[src/rtl/crypt_wb_port.sv]
// crypt_wb_port: MPRF-side responder for the crypt engine. Reads are served combinationally.
// Writes either pass straight through or wait in an in-order buffer while the EXU owns the
// MPRF write port. Define CRYPT_WB_FWD_EN to forward pending writes to reads; otherwise the
// port raises port2idu_hazard.
module crypt_wb_port #(
    parameter int DEPTH = 2
) (
    input  logic        clk,
    input  logic        rst_n,
    input  logic [4:0]  crypt2mprf_rs1_addr,
    input  logic [4:0]  crypt2mprf_rs2_addr,
    output logic [31:0] mprf2crypt_rs1_data,
    output logic [31:0] mprf2crypt_rs2_data,
    input  logic        crypt2mprf_wreq,
    input  logic [4:0]  crypt2mprf_rd_addr,
    input  logic [31:0] crypt2mprf_rd_data,
    output logic [4:0]  port2mprf_rs1_addr,
    output logic [4:0]  port2mprf_rs2_addr,
    input  logic [31:0] mprf2port_rs1_data,
    input  logic [31:0] mprf2port_rs2_data,
    input  logic        exu2port_wbusy,
    output logic        port2mprf_wreq,
    output logic [4:0]  port2mprf_rd_addr,
    output logic [31:0] port2mprf_rd_data,
    output logic        port2idu_wb_full,
    output logic        port2idu_hazard,
    output logic        port2csr_overflow
);
    localparam int PW = $clog2(DEPTH);
    localparam int CW = PW + 1;

    logic [4:0]    mem_addr [DEPTH];
    logic [31:0]   mem_data [DEPTH];
    logic [PW-1:0] wr_ptr, rd_ptr;
    logic [CW-1:0] count;
    logic          accept, drain, cut, enq, drop, full;

    assign full   = count == CW'(DEPTH);
    assign accept = crypt2mprf_wreq && crypt2mprf_rd_addr != 5'd0;
    assign drain  = count != '0 && !exu2port_wbusy;
    assign cut    = count == '0 && !exu2port_wbusy && accept;
    assign enq    = accept && !cut && (!full || drain);
    assign drop   = accept && full && !drain;

    assign port2mprf_rs1_addr = crypt2mprf_rs1_addr;
    assign port2mprf_rs2_addr = crypt2mprf_rs2_addr;
    assign port2mprf_wreq     = rst_n && (drain || cut);
    assign port2mprf_rd_addr  = drain ? mem_addr[rd_ptr] : crypt2mprf_rd_addr;
    assign port2mprf_rd_data  = drain ? mem_data[rd_ptr] : crypt2mprf_rd_data;
    assign port2idu_wb_full   = full;

    // Pointer, occupancy and sticky overflow bookkeeping; a reset discards pending entries.
    always_ff @(posedge clk or negedge rst_n) begin
        if (!rst_n) begin
            wr_ptr            <= '0;
            rd_ptr            <= '0;
            count             <= '0;
            port2csr_overflow <= 1'b0;
        end else begin
            wr_ptr            <= enq ? wr_ptr + 1'b1 : wr_ptr;
            rd_ptr            <= drain ? rd_ptr + 1'b1 : rd_ptr;
            count             <= count + CW'(enq) - CW'(drain);
            port2csr_overflow <= port2csr_overflow || drop;
        end
    end

    // Entry storage carries no reset; validity comes only from count and rd_ptr.
    always_ff @(posedge clk) begin
        if (enq) begin
            mem_addr[wr_ptr] <= crypt2mprf_rd_addr;
            mem_data[wr_ptr] <= crypt2mprf_rd_data;
        end
    end

`ifdef CRYPT_WB_FWD_EN
    logic [31:0] fwd1, fwd2;

    // Walk pending entries oldest to youngest so the youngest match wins.
    always_comb begin
        fwd1 = mprf2port_rs1_data;
        fwd2 = mprf2port_rs2_data;
        for (int k = 0; k < DEPTH; k++) begin
            if (CW'(k) < count) begin
                if (mem_addr[rd_ptr + PW'(k)] == crypt2mprf_rs1_addr) fwd1 = mem_data[rd_ptr + PW'(k)];
                if (mem_addr[rd_ptr + PW'(k)] == crypt2mprf_rs2_addr) fwd2 = mem_data[rd_ptr + PW'(k)];
            end
        end
    end

    assign mprf2crypt_rs1_data = crypt2mprf_rs1_addr == 5'd0 ? 32'd0 : fwd1;
    assign mprf2crypt_rs2_data = crypt2mprf_rs2_addr == 5'd0 ? 32'd0 : fwd2;
    assign port2idu_hazard     = 1'b0;
`else
    logic hit1, hit2;

    // Flag any read address that matches a pending entry so the IDU can stall.
    always_comb begin
        hit1 = 1'b0;
        hit2 = 1'b0;
        for (int k = 0; k < DEPTH; k++) begin
            if (CW'(k) < count) begin
                if (mem_addr[rd_ptr + PW'(k)] == crypt2mprf_rs1_addr) hit1 = 1'b1;
                if (mem_addr[rd_ptr + PW'(k)] == crypt2mprf_rs2_addr) hit2 = 1'b1;
            end
        end
    end

    assign mprf2crypt_rs1_data = crypt2mprf_rs1_addr == 5'd0 ? 32'd0 : mprf2port_rs1_data;
    assign mprf2crypt_rs2_data = crypt2mprf_rs2_addr == 5'd0 ? 32'd0 : mprf2port_rs2_data;
    assign port2idu_hazard     = (crypt2mprf_rs1_addr != 5'd0 && hit1) ||
                                 (crypt2mprf_rs2_addr != 5'd0 && hit2);
`endif
endmodule
[config.mk]
export PLATFORM = sky130hd
export DESIGN_NAME = crypt_wb_port
export DESIGN_NICKNAME = d
export VERILOG_FILES = /design/src/rtl/crypt_wb_port.sv
export SDC_FILE = /design/constraint.sdc
export NUM_CORES = 1
export LEC_CHECK = 0
export BUFFER_PORTS_ARGS = -buffer_cell sky130_fd_sc_hd__buf_2
export CAP_MARGIN = 25
export CORE_MARGIN = 8
export CORE_UTILIZATION = 40
export DETAILED_ROUTE_END_ITERATION = 8
export GPL_TIMING_DRIVEN = 0
export PLACE_DENSITY_LB_ADDON = 0.1
export SYNTH_ARGS = -nofsm -noshare
export SYNTH_HDL_FRONTEND = slang
export SYNTH_SLANG_ARGS = --single-unit
[constraint.sdc]
create_clock -name clk -period 2.65 [get_ports clk]
set_input_delay 0.53 -clock clk [delete_from_list [all_inputs] [get_ports clk]]
set_output_delay 0.53 -clock clk [all_outputs]
set_load 0.02 [all_outputs]
==> impl_metrics.tcl, run 1 <==
set metrics [dict create \
    drive_gt1_share_pct 49.58 \
    path_cells "buf_8 > buf_12 > mux2i_2 > xnor2_1 > nor4_2 > a21oi_1 > nand3_1 > buf_4" \
    drc 0 \
    area.growth.synth_to_final_pct 42.61 \
    firstDrtPassIters 4 \
    crit_buf_inv 3 \
    synth_ff_type "edfxtp_1" \
    start_kind "flop" \
    synth.distinct_cells 30 \
    synth_area_um2 4105 \
    p_seq_share_pct 35.1 \
    wl_per_cell_um 17.31 \
    io_pins 230 \
    fin_nets 708 \
    mappedNetlistNets 462 \
    p_sw_mw 2.001 \
    tightestPinTransition_ns 0.6661 \
    synth_area_leaders "edfxtp_1 (54%), nor2b_1 (9.9%), mux2i_1 (9.8%), o21ai_0 (4.8%), xnor2_1 (4.1%)" \
    maxSlewViolCount 0 \
    numPortBuffers 229 \
    grt-ovfl-total 0 \
    critPathMaxFanout 10 \
    grt_pass1_wl_mm 19.43 \
    drt_wl_total_mm 12.70 \
    synth_edf_count 74 \
    cts_tree "built" \
    vias 3479 \
    hp-class "in -> reg" \
    dp_hpwl_mm 9.860 \
    finalSetupViolCount 0 \
    ys_top_cells_by_count "edfxtp_1 (74), nor2b_1 (65), mux2i_1 (40), o21ai_0 (39), nand2_1 (38)" \
    async_flop_share_pct 6.329 \
    via_per_inst 4.740 \
    final.min_clock_period_ns 2.566 \
    grt_max_degree 22 \
    synth.avg_cell_area_um2 11.86 \
    slew_headroom_pct 55.49 \
    ys_warn_count 0 \
    yosys.cell_count.top_type "edfxtp_1" \
    grt_antenna_before_repair 0 \
    powerDensity_nw_per_um2 895.1 \
    nFillCells 858 \
    whs_ns 0.3819 \
    initial_utilization_pct 40.49 \
    ir_worst_vdd_mv 0.5639 \
    cp.arrival_ns 2.04 \
    path_class "reg -> out" \
    max_cap_violations 0 \
    endpoint_kind "primary output" \
    p_total_mw 5.241 \
    die-area_um2 13760 \
    pwr-share-comb_pct 46.1 \
    swShare_pct 38.18 \
    cp_top_family "buffers and inverters" \
    cts_root_buf "clkbuf_8" \
    clk_pin_slew_worst_paths_ns 0.09 \
    crit_path_max_incr_delay_ns 0.37 \
    rows 37 \
    grt.total_usage_pct 17.54 \
    clkPwrFrac_pct 18.8 \
    netlist_instances 346 \
    grt_pass1_vias 3505 \
    critPathSlowestCell "dfrtp_1" \
    clock-sinks 79 \
    synth.yosys.seq_area_share_pct 57.18 \
    ant_nets 0 \
    drt_iter0_drc 125 \
    max_freq_mhz 389.8 \
    core_um2 10140 \
    finalCritPeriodShare_pct 96.82 \
    synth_seq_cells 79 \
    p_leak_nw 2.642 \
    hold_violations 0 \
    die_w_um 117.3 \
    numCtsBuffers 9 \
    required_ns 2.12 \
    clk_latency_ns 0.35 \
    die_h_um 117.3 \
    clock_path_buffers 2 \
    place_congestion 0.8053 \
    yosys.area.top_type_share_pct 54.13 \
    rsz0062_at_grt "yes" \
    status "finished clean" \
    p_int_mw 3.240 \
    synth_top_area_cell "edfxtp_1" \
    fin_skew_ns 0.01384 \
    cts-htree-levels 3 \
]
layout make-up:
type / count / area (um^2) / share of cell area (%)
Clock buffer: 10 / 127.6 / 2.180
Inverter: 1 / 3.754 / 0.06412
Multi-Input combinational cell: 237 / 1670 / 28.53
Timing Repair Buffer: 235 / 1236 / 21.12
Sequential cell: 79 / 2350 / 40.14
Buffer: 29 / 202.7 / 3.462
Tap cell: 136 / 170.2 / 2.907
Antenna cell: 1 / 2.502 / 0.04274
Clock inverter: 6 / 91.34 / 1.560
logic make-up after synthesis:
group                    Yosys count  share of synthesized area [%]
flip-flops                        79                          57.18
adder cells (fa/ha/maj)            1                         0.3047
XOR/XNOR                          25                          5.334
buffers and inverters             30                          4.450
multiplexers                      42                          10.64
AND/OR/NAND/NOR                  125                          16.49
AO/OA/AOI/OAI                     44                          5.608
metal layers:
layer / share of wire [%] / track usage (%) / vias to the layer above
met3: 7.5 / 6.331 / 12
met4: 1.1 / 3.893 / 0
met1: 40 / 19.10 / 1623
met5: 0 / 0 / -
li1: - / - / 1699
met2: 52 / 31.73 / 145
path summary, 6_finish.rpt:
| check | endpoint | slack [ns] | depth (start not counted) | startpoint |
|---|---|---|---|---|
| max | port2idu_hazard | 0.08 | 8 | rd_ptr |
| min | mem_data[0][0] | 0.38 | 1 | crypt2mprf_rd_data[0] |
| max reg2reg | mem_data[1][17] | 0.74 | 4 | count[1] |
| min reg2reg | port2csr_overflow | 0.50 | 1 | port2csr_overflow |
| max in group asynchronous | rd_ptr | 1.95 | 2 | rst_n |
| min in group asynchronous | count[1] | 0.54 | 2 | rst_n |
through the flow:
stage | utilization (%) | area (um^2) | setup TNS, ns | setup slack [ns] | cells
final | 57.74 | 5854 | 0 | 0.08428 | 734
after global placement | 53.47 | 5421 | -114.38 | -1.559 | 711
after global routing | 57.72 | 5852 | -0.06402 | -0.06402 | 733
after CTS | 56.63 | 5742 | 0 | 0.0007525 | 730
after detailed placement | 54.17 | 5492 | 0 | 0.1108 | 713
after floorplan | - | 4105 | -14.39 | -0.1945 | 346
sequential cells by signal (all words and copies together) (netlist names):
| name | count |
|---|---|
| mem_data | 64 |
| rd_ptr | 1 |
| count | 2 |
| mem_addr | 10 |
| wr_ptr | 1 |
| port2csr_overflow | 1 |
timing repair:
item	CTS	global route
hold buffers	1	0
gates resized for setup	8	18
setup buffers	0	3
pin swaps	0	3
setup endpoints to repair	38	38
endpoints found under the hold margin	5	0
cell usage in the layout, fill, tap and decap left out, drive strengths merged:
master,instances
xnor2,19
ha,1
nand3,3
edfxtp,74
a21oi,2
dfrtp,5
dlygate4sd3,1
buf,261
nor2,8
nand4,1
nor2b,65
o21a,1
nor3,1
a31o,1
o21ai,40
clkinv,2
bufinv,2
or4,3
clkbuf,12
inv,3
or2,1
diode,1
xor2,6
nand2,38
nand2b,1
nor4,4
mux2i,42
power by group through the flow:
stage          Clock, mW  Combinational (mW)  Sequential (mW)
6_report           0.985                2.42             1.84
5_1_grt             1.05                2.60             1.86
4_1_cts             1.00                2.30             1.82
3_5_place_dp           0                2.27             1.84
3_3_place_gp           0                2.16             1.85
2_1_floorplan          0                1.48             1.83
(Power assumes the default switching activity.)
==> inputs of run 2 (changes only) <==
--- a/config.mk
+++ b/config.mk
@@ -11,7 +11,7 @@
 export CORE_UTILIZATION = 40
 export DETAILED_ROUTE_END_ITERATION = 8
 export GPL_TIMING_DRIVEN = 0
-export PLACE_DENSITY_LB_ADDON = 0.1
+export PLACE_DENSITY = 0.76
 export SYNTH_ARGS = -nofsm -noshare
 export SYNTH_HDL_FRONTEND = slang
 export SYNTH_SLANG_ARGS = --single-unit
==> run 2 against run 1 <==
Critical path depth is the same. Clock skew shrank 0.0088 ns. Highest routed layer unchanged. Via count grew 1.2%. Cell count is the same. Power shrank 3.5%. Global-route usage grew 0.69 points. Critical path type unchanged. Maximum frequency shrank 1.2%.
==> impl_metrics.tcl, run 2 (synthesis results as in run 1) <==
set metrics [dict create \
    place_congestion 0.9325 \
    pre_cts_slack_ns 0.07418 \
    drive_gt1_share_pct 49.33 \
    grt.total_usage_pct 18.23 \
    endpoint_kind "primary output" \
    ir_worst_vdd_mv 0.5396 \
    finalCritPeriodShare_pct 97.97 \
    numCtsBuffers 9 \
    critPathMaxFanout 10 \
    status "finished clean" \
    fin_skew_ns 0.005000 \
    io_pins 230 \
    tightestPinTransition_ns 0.4977 \
    cp.arrival_ns 2.07 \
    clock-sinks 79 \
    area.growth.synth_to_final_pct 41.33 \
    final_cell_mix "buf_2 (237), edfxtp_1 (74), nor2b_1 (65), nand2_1 (38), o21ai_0 (37)" \
    numPortBuffers 229 \
    cts-htree-levels 3 \
    initial_utilization_pct 40.49 \
    firstDrtPassIters 4 \
    reg_top3 "mem_data (64), mem_addr (10), count (2)" \
    p_leak_nw 2.616 \
    powerDensity_nw_per_um2 871.9 \
    fin_tns_setup_ns 0 \
    hold_violations 0 \
    grt_antenna_before_repair 1 \
    hp-class "in -> reg" \
    ant_nets 0 \
    grt-ovfl-total 0 \
    setup_ws_ns 0.05369 \
    finalSetupViolCount 0 \
    rows 37 \
    clock_path_buffers 2 \
    max_freq_mhz 385.2 \
    final.min_clock_period_ns 2.596 \
    wl_per_cell_um 17.91 \
    required_ns 2.12 \
    path_class "reg -> out" \
    cts_tree "built" \
    core_um2 10140 \
    cts_root_buf "clkbuf_8" \
    largest_reg_flops 64 \
    via_per_inst 4.796 \
    fin_nets 708 \
    grt_pass1_wl_mm 20.16 \
    drt_iter0_drc 104 \
    final_common_cell "buf_2" \
    clk_pin_slew_worst_paths_ns 0.08 \
    grt_max_degree 26 \
    maxSlewViolCount 0 \
    regMostFlops "mem_data" \
    die-area_um2 13760 \
    die_w_um 117.3 \
    max_cap_violations 0 \
    grt_pass1_vias 3795 \
    start_kind "flop" \
    clk_latency_ns 0.34 \
    slew_headroom_pct 66.74 \
    drc 0 \
    vias 3520 \
    die_h_um 117.3 \
    dp_hpwl_mm 10.54 \
    rsz0062_at_grt "yes" \
    drt_wl_total_mm 13.15 \
]
-- run 2: path summary, 6_finish.rpt --
| check | slack, ns | end | cells after the start | start |
|---|---|---|---|---|
| setup reg to reg | 0.73 | mem_data[0][24] | 5 | count[1] |
| max in group asynchronous | 1.97 | count[0] | 2 | rst_n |
| setup / recovery | 0.05 | port2idu_hazard | 8 | rd_ptr |
| hold / removal | 0.39 | mem_data[1][14] | 1 | crypt2mprf_rd_data[14] |
| hold reg to reg | 0.48 | port2csr_overflow | 1 | port2csr_overflow |
| min in group asynchronous | 0.53 | port2csr_overflow | 2 | rst_n |
-- run 2: layer usage --
metal  share of wire, %  GRT usage [%]  wire, um
met3                8.2          6.859      1077
met2                 53          33.44      6975
met5                  0              0         0
met1                 37          18.99      4925
met4                1.3          4.866       167
-- run 2: cell type report --
| type | instances | area, um^2 |
|---|---|---|
| timing repair buffer | 235 | 1221 |
| multi-input combinational | 237 | 1673 |
| clock inverter | 5 | 50.05 |
| clock buffer | 10 | 127.6 |
| sequential | 79 | 2350 |
| inverter | 1 | 3.754 |
| buffer | 29 | 201.4 |
| tap | 136 | 170.2 |
| fill | 888 | 4337 |
| antenna | 2 | 5.005 |
-- run 2: power by group --
group | internal (mW) | total [mW] | switching [mW]
combinational | 0.970 | 2.39 | 1.42
clock | 0.423 | 0.835 | 0.412
sequential | 1.71 | 1.83 | 0.124
-- run 2: per-stage QoR --
stage / utilization (%) / hold slack [ns] / area, um^2 / std cells / power (mW)
2_1_floorplan: - / 0.2344 / 4105 / 346 / 3.313
3_3_place_gp: 53.47 / 0.3528 / 5421 / 711 / 3.990
3_5_place_dp: 54.02 / 0.3582 / 5477 / 713 / 4.084
4_1_cts: 56.13 / 0.3723 / 5690 / 729 / 4.954
5_1_grt: 57.20 / 0.3706 / 5799 / 733 / 5.331
6_report: 57.23 / 0.3863 / 5802 / 734 / 5.058
-- run 2: worst max-delay path, cell delays in order (launching register included) --
cell     delay (ns)
dfrtp_1        0.36
buf_8          0.17
buf_8          0.18
mux2i_4        0.27
xnor2_1        0.10
nor4_2         0.26
nand3_1        0.13
nand3_1        0.09
buf_2          0.17
-- run 2: repair_timing --
action / CTS / global route
buffers inserted: 0 / 3
gates resized for setup: 9 / 22
hold buffers: 1 / 0
endpoints found under the setup margin: 38 / 34
hold endpoints to repair: 5 / 0
==> inputs of run 3 (changes only) <==
--- a/config.mk
+++ b/config.mk
@@ -9,6 +9,7 @@
 export CAP_MARGIN = 25
 export CORE_MARGIN = 8
 export CORE_UTILIZATION = 40
+export CTS_BUF_LIST = sky130_fd_sc_hd__clkbuf_4 sky130_fd_sc_hd__clkbuf_8
 export DETAILED_ROUTE_END_ITERATION = 8
 export GPL_TIMING_DRIVEN = 0
 export PLACE_DENSITY = 0.76
==> run 3 against run 2 <==
Routed wire length hardly changed. Power grew 0.19%. Clock power grew 1%. Non-clock buffer count did not move. Die area stayed put.
==> impl_metrics.tcl, run 3 (synthesis results as in run 1) <==
set metrics [dict create \
    finalSetupViolCount 0 \
    firstDrtPassIters 4 \
    busiest_layer "met2" \
    cts_tree "built" \
    whs_ns 0.3863 \
    cts_root_buf "clkbuf_8" \
    gr-usage-met3_pct 6.859 \
    cts-htree-levels 3 \
    numCtsBuffers 9 \
    endpoint_kind "primary output" \
    area.growth.synth_to_final_pct 41.42 \
    vias 3520 \
    gr-usage-met1_pct 18.99 \
    hold_violations 0 \
    drive_gt1_share_pct 49.50 \
    final_common_cell "buf_2" \
    status "finished clean" \
    grt_pass1_wl_mm 20.16 \
    die_h_um 117.3 \
    largest_reg_flops 64 \
    startpoint "rd_ptr" \
    hp-class "in -> reg" \
    finish.utilization_pct 57.26 \
    dp_hpwl_mm 10.54 \
    clk_latency_ns 0.34 \
    fin_skew_ns 0.005000 \
    clock-sinks 79 \
    via_per_inst 4.796 \
    initial_utilization_pct 40.49 \
    min_from "crypt2mprf_rd_data[14]" \
    fin_nets 708 \
    grt_max_degree 26 \
    slew_headroom_pct 66.74 \
    reg2reg_from "count[1]" \
    tightestPinTransition_ns 0.4977 \
    clk_pin_slew_worst_paths_ns 0.08 \
    max_freq_mhz 385.2 \
    max_cap_violations 0 \
    die_w_um 117.3 \
    finalCritPeriodShare_pct 97.97 \
    final.min_clock_period_ns 2.596 \
    ir_worst_vdd_mv 0.5396 \
    wl_per_cell_um 17.91 \
    drc 0 \
    numPortBuffers 229 \
    die-area_um2 13760 \
    grt.total_usage_pct 18.23 \
    maxSlewViolCount 0 \
    required_ns 2.12 \
    drt_iter0_drc 104 \
    ant_nets 0 \
    cp.arrival_ns 2.07 \
    place_congestion 0.9325 \
    start_kind "flop" \
    rsz0062_at_grt "yes" \
    clock_path_buffers 2 \
    setup_ws_ns 0.05368 \
    final_cell_mix "buf_2 (237), edfxtp_1 (74), nor2b_1 (65), nand2_1 (38), o21ai_0 (37)" \
    path_class "reg -> out" \
    grt_pass1_vias 3795 \
    powerDensity_nw_per_um2 873.0 \
    io_pins 230 \
    grt-ovfl-total 0 \
    use_met2_pct 33.44 \
    regMostFlops "mem_data" \
    placed_cells 713 \
    rows 37 \
    core_um2 10140 \
    critPathMaxFanout 10 \
    grt_antenna_before_repair 1 \
    reg_top3 "mem_data (64), mem_addr (10), count (2)" \
    fin_cells 734 \
    pre_cts_slack_ns 0.07418 \
    drt_wl_total_mm 13.14 \
    p_leak_nw 2.620 \
]
-- run 3: cell counts in the layout (fill, tap and decap cells not counted) --
No cell type changed its count.
-- run 3: per-layer routing --
layer / wire (um) / vias to the layer above
met3: 1077 / 11
met5: 0 / -
met4: 167 / 0
met2: 6974 / 156
met1: 4923 / 1655
li1: - / 1698
-- run 3: repair_timing --
action,in CTS,in global routing
pin swaps,0,0
endpoints found under the hold margin,5,0
buffers inserted,0,3
endpoints found under the setup margin,38,34
gates resized for setup,9,22
hold buffers,1,0
-- run 3: area by class of cell --
class,count,area [um^2]
Fill cell,888,4333
Sequential cell,79,2350
Multi-Input combinational cell,237,1673
Timing Repair Buffer,235,1221
Buffer,29,201.4
Tap cell,136,170.2
Clock buffer,10,131.4
Clock inverter,5,50.05
Antenna cell,2,5.005
Inverter,1,3.754
-- run 3: report_power, final --
part	switching [mW]	leakage [nW]	total (mW)	internal, mW
combinational	1.42	1.79	2.39	0.970
clock	0.412	0.0906	0.845	0.433
sequential	0.124	0.740	1.83	1.71
total	1.96	2.62	5.07	3.11
-- run 3: metrics by stage --
stage               power, mW  area (um^2)  TNS [ns]
floorplan               3.313         4105    -14.39
global route            5.341         5803   -0.1093
global placement        3.990         5421    -94.80
CTS                     4.965         5694         0
finish                  5.068         5806         0
detailed placement      4.084         5477         0
-- run 3: critical path, cell delays in order, from the launching register on --
cell and delay (ns):
dfrtp_1 0.36, buf_8 0.17, buf_8 0.18, mux2i_4 0.27, xnor2_1 0.10, nor4_2 0.26
nand3_1 0.13, nand3_1 0.09, buf_2 0.17
-- run 3: path summary, 6_finish.rpt --
| kind | depth (start not counted) | slack, ns | endpoint |
|---|---|---|---|
| worst max-delay path | 8 | 0.05 | port2idu_hazard |
| worst min-delay path | 1 | 0.39 | mem_data[1][14] |
| worst max register to register | 5 | 0.73 | mem_data[0][24] |
| worst min register to register | 1 | 0.48 | port2csr_overflow |
| max in group asynchronous | 2 | 1.97 | count[0] |
| min in group asynchronous | 2 | 0.53 | port2csr_overflow |
